## src/rtl/hilo_pkg.sv

```systemverilog
// Shared definitions for the HI/LO multiply-accumulate block:
// accumulate opcode encoding, FSM state type and opcode decode helpers.
package hilo_pkg;

  localparam logic [1:0] OP_MADD  = 2'd0;
  localparam logic [1:0] OP_MADDU = 2'd1;
  localparam logic [1:0] OP_MSUB  = 2'd2;
  localparam logic [1:0] OP_MSUBU = 2'd3;

  typedef enum logic [1:0] {
    S_IDLE = 2'd0,
    S_MUL  = 2'd1,
    S_ACC  = 2'd2
  } state_t;

  // Even opcodes treat the operands as two's complement.
  function automatic logic op_is_signed(input logic [1:0] op);
    return ~op[0];
  endfunction

  // Opcodes 2 and 3 subtract the product from {HI,LO}.
  function automatic logic op_is_sub(input logic [1:0] op);
    return op[1];
  endfunction

endpackage

```

## src/rtl/hilo_mul.sv

```systemverilog
// Registered DATA_W x DATA_W -> 2*DATA_W multiplier, signed or unsigned,
// loading its output register only when en is high.
module hilo_mul
  import hilo_pkg::*;
#(
  parameter int DATA_W = 32
) (
  input  logic                clk,
  input  logic                rst,
  input  logic                en,
  input  logic                is_signed,
  input  logic [DATA_W-1:0]   a,
  input  logic [DATA_W-1:0]   b,
  output logic [2*DATA_W-1:0] prod
);

  logic [2*DATA_W-1:0] a_ext;
  logic [2*DATA_W-1:0] b_ext;

  // Extending both operands to full width first makes one unsigned multiply,
  // truncated to 2*DATA_W bits, correct for both signed and unsigned inputs.
  assign a_ext = is_signed ? {{DATA_W{a[DATA_W-1]}}, a} : {{DATA_W{1'b0}}, a};
  assign b_ext = is_signed ? {{DATA_W{b[DATA_W-1]}}, b} : {{DATA_W{1'b0}}, b};

  // Product register: cleared by reset, loaded while enabled.
  always_ff @(posedge clk) begin
    // NOTE: sequential state uses non-blocking assignments so every register
    // samples pre-edge values regardless of block evaluation order.
    if (rst) begin
      prod <= '0;
    end else if (en) begin
      prod <= a_ext * b_ext;
    end
  end

endmodule

```

## src/rtl/hilo_acc.sv

```systemverilog
// HI/LO register pair with direct writes and a two-stage multiply-accumulate
// (MADD/MADDU/MSUB/MSUBU). FSM: IDLE -> MUL (product registered) -> ACC
// ({HI,LO} updated) -> IDLE.
// Optional build macro HILO_BYPASS_EN: hi_o/lo_o forward accepted direct-write
// data in the same cycle instead of waiting for the register update.
module hilo_acc
  import hilo_pkg::*;
#(
  parameter int DATA_W = 32
) (
  input  logic              clk,
  input  logic              rst,
  input  logic              we_hi,
  input  logic              we_lo,
  input  logic [DATA_W-1:0] hi_i,
  input  logic [DATA_W-1:0] lo_i,
  input  logic              acc_valid,
  input  logic [1:0]        acc_op,
  input  logic [DATA_W-1:0] acc_a,
  input  logic [DATA_W-1:0] acc_b,
  output logic              acc_ready,
  output logic              busy,
  output logic              done,
  output logic              wr_drop,
  output logic [DATA_W-1:0] hi_o,
  output logic [DATA_W-1:0] lo_o
);

  state_t              state;
  logic [DATA_W-1:0]   hi_r;
  logic [DATA_W-1:0]   lo_r;
  logic [1:0]          op_r;
  logic [DATA_W-1:0]   a_r;
  logic [DATA_W-1:0]   b_r;
  logic [2*DATA_W-1:0] prod;
  logic [2*DATA_W-1:0] acc_next;

  assign acc_ready = (state == S_IDLE) && !we_hi && !we_lo;
  assign busy      = (state != S_IDLE);

  assign acc_next = op_is_sub(op_r) ? ({hi_r, lo_r} - prod)
                                    : ({hi_r, lo_r} + prod);

  hilo_mul #(.DATA_W(DATA_W)) u_mul (
    .clk       (clk),
    .rst       (rst),
    .en        (state == S_MUL),
    .is_signed (op_is_signed(op_r)),
    .a         (a_r),
    .b         (b_r),
    .prod      (prod)
  );

  // Control FSM with HI/LO, captured operands and the done/wr_drop pulses.
  always_ff @(posedge clk) begin
    if (rst) begin
      // NOTE: the operand/opcode capture registers are reset too, so a
      // request aborted by reset leaves no stale operands behind.
      state   <= S_IDLE;
      hi_r    <= '0;
      lo_r    <= '0;
      op_r    <= OP_MADD;
      a_r     <= '0;
      b_r     <= '0;
      done    <= 1'b0;
      wr_drop <= 1'b0;
    end else begin
      done    <= 1'b0;
      wr_drop <= 1'b0;
      case (state)
        S_IDLE: begin
          if (we_hi) hi_r <= hi_i;
          if (we_lo) lo_r <= lo_i;
          if (acc_valid && acc_ready) begin
            op_r  <= acc_op;
            a_r   <= acc_a;
            b_r   <= acc_b;
            state <= S_MUL;
          end
        end
        S_MUL: begin
          wr_drop <= we_hi || we_lo;
          state   <= S_ACC;
        end
        S_ACC: begin
          wr_drop      <= we_hi || we_lo;
          {hi_r, lo_r} <= acc_next;
          done         <= 1'b1;
          state        <= S_IDLE;
        end
        default: state <= S_IDLE;
      endcase
    end
  end

`ifdef HILO_BYPASS_EN
  logic wr_ok;
  assign wr_ok = (state == S_IDLE) && !rst;
  assign hi_o  = (we_hi && wr_ok) ? hi_i : hi_r;
  assign lo_o  = (we_lo && wr_ok) ? lo_i : lo_r;
`else
  assign hi_o = hi_r;
  assign lo_o = lo_r;
`endif

endmodule

```

## config.mk

```make
export PLATFORM = sky130hd
export DESIGN_NAME = hilo_acc
export DESIGN_NICKNAME = d
export VERILOG_FILES = /design/src/rtl/hilo_pkg.sv /design/src/rtl/hilo_mul.sv /design/src/rtl/hilo_acc.sv
export SDC_FILE = /design/constraint.sdc
export NUM_CORES = 2
export LEC_CHECK = 0
export BUFFER_PORTS_ARGS = -buffer_cell sky130_fd_sc_hd__buf_2
export CAP_MARGIN = 20
export CORE_MARGIN = 2
export CORE_UTILIZATION = 30
export CTS_CLUSTER_DIAMETER = 200
export DETAILED_ROUTE_END_ITERATION = 12
export PLACE_DENSITY = 0.48
export SETUP_SLACK_MARGIN = 0.1
export SLEW_MARGIN = 5
export SYNTH_ARGS = -nofsm -noshare
export SYNTH_HDL_FRONTEND = slang
export SYNTH_SLANG_ARGS = --single-unit
```

## constraint.sdc

```tcl
create_clock -name clk -period 21.4 [get_ports clk]
set_input_delay 3.21 -clock clk [delete_from_list [all_inputs] [get_ports clk]]
set_output_delay 3.21 -clock clk [all_outputs]
set_load 0.03 [all_outputs]
```

==> flow_results.xml <==
<?xml version="1.0" encoding="UTF-8"?>
<metrics>
  <group name="setup_path">
    <metric name="reg2reg_setup_slack" unit="ns">11.19</metric>
    <metric name="slowest_stage_cell_crit_path" unit="">fa_1</metric>
    <metric name="worst_r2r_endpoint" unit="">u_mul.prod[60]</metric>
    <metric name="setup.worst_path.start_class" unit="">flip-flop</metric>
    <metric name="timing.setup.critical_path_class" unit="">reg -&gt; reg</metric>
    <metric name="cpPeakStageDelay" unit="ns">0.97</metric>
    <metric name="timing.reg2reg.worst_path_depth" unit="">30</metric>
    <metric name="worstReg2RegStart" unit="">a_r[31]</metric>
    <metric name="worst_setup_path_end_kind" unit="">flip-flop</metric>
    <metric name="worst_ep_arrival_time" unit="ns">10.67</metric>
    <metric name="cp_max_fanout" unit="">34</metric>
    <metric name="critical_path.most_common_cell" unit="">fa_1</metric>
    <metric name="cp.required" unit="ns">21.86</metric>
  </group>
  <group name="floorplanning">
    <metric name="std_cell_rows" unit="">164</metric>
    <metric name="io_pins" unit="">203</metric>
    <metric name="fp.dieW" unit="µm">451</metric>
    <metric name="floorplan.initialDensity" unit="%">30.1</metric>
    <metric name="die_ar" unit="mm²">0.204</metric>
    <metric name="core" unit="mm²">0.199</metric>
    <metric name="die_height" unit="µm">451</metric>
  </group>
  <group name="detailed_routing">
    <metric name="routed-via-count" unit="">43900</metric>
    <metric name="drcViolationCount" unit="">0</metric>
    <metric name="routed_wl" unit="µm">196000</metric>
    <metric name="drt.antenna.violating_nets" unit="">0</metric>
    <metric name="routed_via_density" unit="">4.71</metric>
    <metric name="initialDrtViolationCount" unit="">2738</metric>
    <metric name="wl_per_cell" unit="µm">21.0</metric>
    <metric name="dr.pass1.iters" unit="">5</metric>
  </group>
  <group name="logic_synthesis">
    <metric name="synthesis.area" unit="mm²">0.0600</metric>
    <metric name="netlist_instances" unit="">6674</metric>
    <metric name="synth_sequential_area_ratio" unit="%">6.60</metric>
    <metric name="synth_top_cell_area_share" unit="%">47.2</metric>
    <metric name="netlist.top_cell.by_area" unit="">fa_1</metric>
    <metric name="synth-edff-count" unit="">0</metric>
    <metric name="ys_top_cells_by_count" unit="">inv_1 (1542), fa_1 (1416), nand2_1 (759)</metric>
    <metric name="ys_top_cells_by_area" unit="">fa_1 (47%), inv_1 (9.6%), ha_1 (8.0%), dfxtp_1 (6.6%), and2_1 (6.2%)</metric>
    <metric name="post_synthesis_net_count" unit="">8608</metric>
    <metric name="ys_seq_elements" unit="">198</metric>
    <metric name="postSynth.topFlopCell" unit="">dfxtp_1</metric>
    <metric name="async_reset_ff_share" unit="%">0</metric>
    <metric name="yosysMostFrequentCell" unit="">inv_1</metric>
    <metric name="syn_area_per_cell" unit="µm²">9.00</metric>
    <metric name="synth_cell_types" unit="">81</metric>
    <metric name="synth-warning-count" unit="">0</metric>
  </group>
  <group name="power_and_ir_drop">
    <metric name="clock_power_share" unit="%">22.0</metric>
    <metric name="power.share.switching" unit="%">48.2</metric>
    <metric name="cellLeakagePower" unit="nW">32.2</metric>
    <metric name="power.share.combinational" unit="%">54.0</metric>
    <metric name="pwr-share-seq" unit="%">24.0</metric>
    <metric name="power.density_cell_area" unit="mW/mm²">26.3</metric>
    <metric name="worst_ir_drop_vdd" unit="V">0.0000629</metric>
    <metric name="p_int" unit="mW">0.877</metric>
    <metric name="power_switching" unit="mW">0.818</metric>
  </group>
  <group name="sta">
    <metric name="fmax" unit="MHz">97.9</metric>
    <metric name="timing.slew.headroom" unit="%">30.1</metric>
    <metric name="timing.final.hold_violations" unit="">0</metric>
    <metric name="min_period_over_period" unit="%">47.7</metric>
    <metric name="period_minus_slack" unit="ns">10.21</metric>
    <metric name="setup_violations" unit="">0</metric>
    <metric name="rsz0062_at_grt" unit="">false</metric>
    <metric name="clock-skew-final" unit="ns">0.0324</metric>
    <metric name="finalSetupTns" unit="ns">0</metric>
    <metric name="timing_worst_slew_pin_value" unit="ns">1.04</metric>
    <metric name="timing.final.max_slew_violations" unit="">0</metric>
  </group>
  <group name="finish">
    <metric name="post_route_cells_drive_above_1_share" unit="%">5.43</metric>
    <metric name="syn2layout_area_growth" unit="%">7.35</metric>
    <metric name="layout.area.seq" unit="mm²">0.00397</metric>
    <metric name="finalInstanceArea" unit="mm²">0.0645</metric>
    <metric name="area_of_combinational_cells_with_multiple_inputs" unit="mm²">0.0491</metric>
    <metric name="num-fill-cells" unit="">20800</metric>
    <metric name="layout_nets" unit="">8583</metric>
  </group>
  <group name="clock_network">
    <metric name="clk_root_buffer_cell" unit="">clkbuf_16</metric>
    <metric name="clkLatencyLatePin" unit="ns">0.58</metric>
    <metric name="cts_tree" unit="">done</metric>
    <metric name="cts_sinks" unit="">198</metric>
    <metric name="clkTransAtPathRegs" unit="ns">0.10</metric>
    <metric name="cts_htree_levels" unit="">4</metric>
    <metric name="cts.hold.buffers_added" unit="">0</metric>
    <metric name="cts_inserted_buffers" unit="">17</metric>
    <metric name="cts-resized-gates" unit="">0</metric>
    <metric name="number_of_buffers_inserted_to_repair_setup_after_cts" unit="">0</metric>
    <metric name="cts-root-to-sink-buffers" unit="">2</metric>
  </group>
  <group name="global_route">
    <metric name="grt.total_usage" unit="%">19.5</metric>
    <metric name="grt_pass1_wl" unit="µm">300000</metric>
    <metric name="grt_max_degree" unit="">65</metric>
    <metric name="antenna_found_initial" unit="">11</metric>
    <metric name="number_of_global_route_vias_before_repair" unit="">47800</metric>
    <metric name="grt-ovfl-total" unit="">0</metric>
  </group>
  <group name="min_path">
    <metric name="hold_end" unit="">a_r[25]</metric>
    <metric name="hold_path_startpoint" unit="">a_r[25]</metric>
    <metric name="timing.hold.worst_path_depth" unit="">2</metric>
    <metric name="min_delay_path_class" unit="">reg -&gt; reg</metric>
  </group>
  <group name="placed_design">
    <metric name="place.gp.congestion" unit="">0.939</metric>
    <metric name="dpl-instance-area" unit="mm²">0.0638</metric>
    <metric name="detailedPlacementHpwl" unit="µm">163000</metric>
    <metric name="place.port_buffers" unit="">202</metric>
  </group>
  <group name="job">
    <metric name="max_cap_viol_count" unit="">0</metric>
  </group>
  <group name="run_status">
    <metric name="status" unit="">complete, no violations</metric>
  </group>
</metrics>
-- per-layer routing --
metal	up-vias	part of all wire (%)	GRT usage, %
li1	19800	-	-
met1	22700	46	27.3
met2	1150	44	30.5
met3	170	7.1	4.51
met4	4	2.4	4.88
met5	-	0.024	0
-- placed cells by master, fill, tap and decap left out, types with 66 or more instances in the layout --
| cell | netlist | final |
|---|---|---|
| a21o_1 | 97 | 97 |
| a21oi_1 | 261 | 260 |
| nand2_1 | 759 | 756 |
| inv_1 | 1542 | 1542 |
| buf_2 | 5 | 201 |
| o21ai_0 | 72 | 72 |
| nor2_1 | 243 | 243 |
| xnor2_1 | 179 | 179 |
| fa_1 | 1416 | 1416 |
| and2_1 | 596 | 595 |
| ha_1 | 383 | 381 |
| buf_4 | 0 | 87 |
| dfxtp_1 | 198 | 196 |
| mux2i_1 | 66 | 66 |
-- worst max path at each step --
stage / slack, ns / endpoint / cells after the start / from
6_report: 11.19 / u_mul.prod[60] / 30 / a_r[31]
5_1_grt: 10.72 / u_mul.prod[60] / 32 / a_r[31]
4_1_cts: 11.21 / u_mul.prod[60] / 31 / a_r[31]
3_5_place_dp: 11.23 / u_mul.prod[60] / 31 / a_r[31]
3_3_place_gp: 11.29 / u_mul.prod[60] / 32 / a_r[31]
2_1_floorplan: 12.14 / u_mul.prod[60] / 30 / a_r[31]
-- power by group through the flow --
| stage | clock, mW | combinational (mW) | sequential, mW |
|---|---|---|---|
| floorplan | 0 | 0.625 | 0.431 |
| global route | 0.398 | 1.01 | 0.409 |
| finish | 0.373 | 0.915 | 0.407 |
| detailed placement | 0 | 0.915 | 0.415 |
| CTS | 0.391 | 0.918 | 0.407 |
| global placement | 0 | 0.912 | 0.415 |
-- state kept, by name, indices dropped and copies added (netlist names) --
signal and count:
state 2, wr_drop 1, op_r 2, hi_o 32, a_r 32, done 1, lo_o 32, u_mul.prod 64
b_r 32
-- stage by stage --
stage / worst slack (ns) / total power, mW / hold WS [ns] / std cells / util, %
after floorplan: 12.14 / 1.06 / 0.438 / 6674 / -
after global placement: 11.29 / 1.33 / 0.444 / 9285 / 32.0
after detailed placement: 11.23 / 1.33 / 0.447 / 9285 / 32.0
after CTS: 11.21 / 1.72 / 0.460 / 9317 / 32.3
after global routing: 10.72 / 1.82 / 0.480 / 9318 / 32.3
final: 11.19 / 1.70 / 0.457 / 9320 / 32.4
-- area by class of cell --
cell class                 count  area share, %
clock buffer                  17          0.660
clock inverter                15          0.276
sequential                   198           6.15
antenna                        2        0.00776
tap                         2656           5.16
inverter                    1543           8.99
multi-input combinational   4599           76.1
timing repair buffer         290           2.63
-- logic make-up (layout without fill, tap and decap cells) --
| group | Yosys count | in the layout | share of synthesized area (%) |
|---|---|---|---|
| adders and majority gates | 1801 | 1801 | 55.2 |
| xor gates and xnor gates | 232 | 232 | 3.38 |
| other | 0 | 2 | 0 |
| buffers and inverters | 1877 | 1865 | 11.7 |
| DFF | 198 | 198 | 6.60 |
| and+or+nand+nor | 1824 | 1824 | 14.7 |
| AOI/OAI and AO/OA | 675 | 675 | 7.17 |
| muxes | 67 | 67 | 1.12 |
-- critical path: cells and delay by family, from the launching register on --
kind,cells,cell delay (ns)
flip-flops,1,0.32
AND/OR/NAND/NOR,3,0.59
AO/OA/AOI/OAI,8,1.48
XOR/XNOR,1,0.19
buffers and inverters,7,1.13
adder cells (fa/ha/maj),11,6.32
Note: power is estimated with default switching activity, not from simulation.
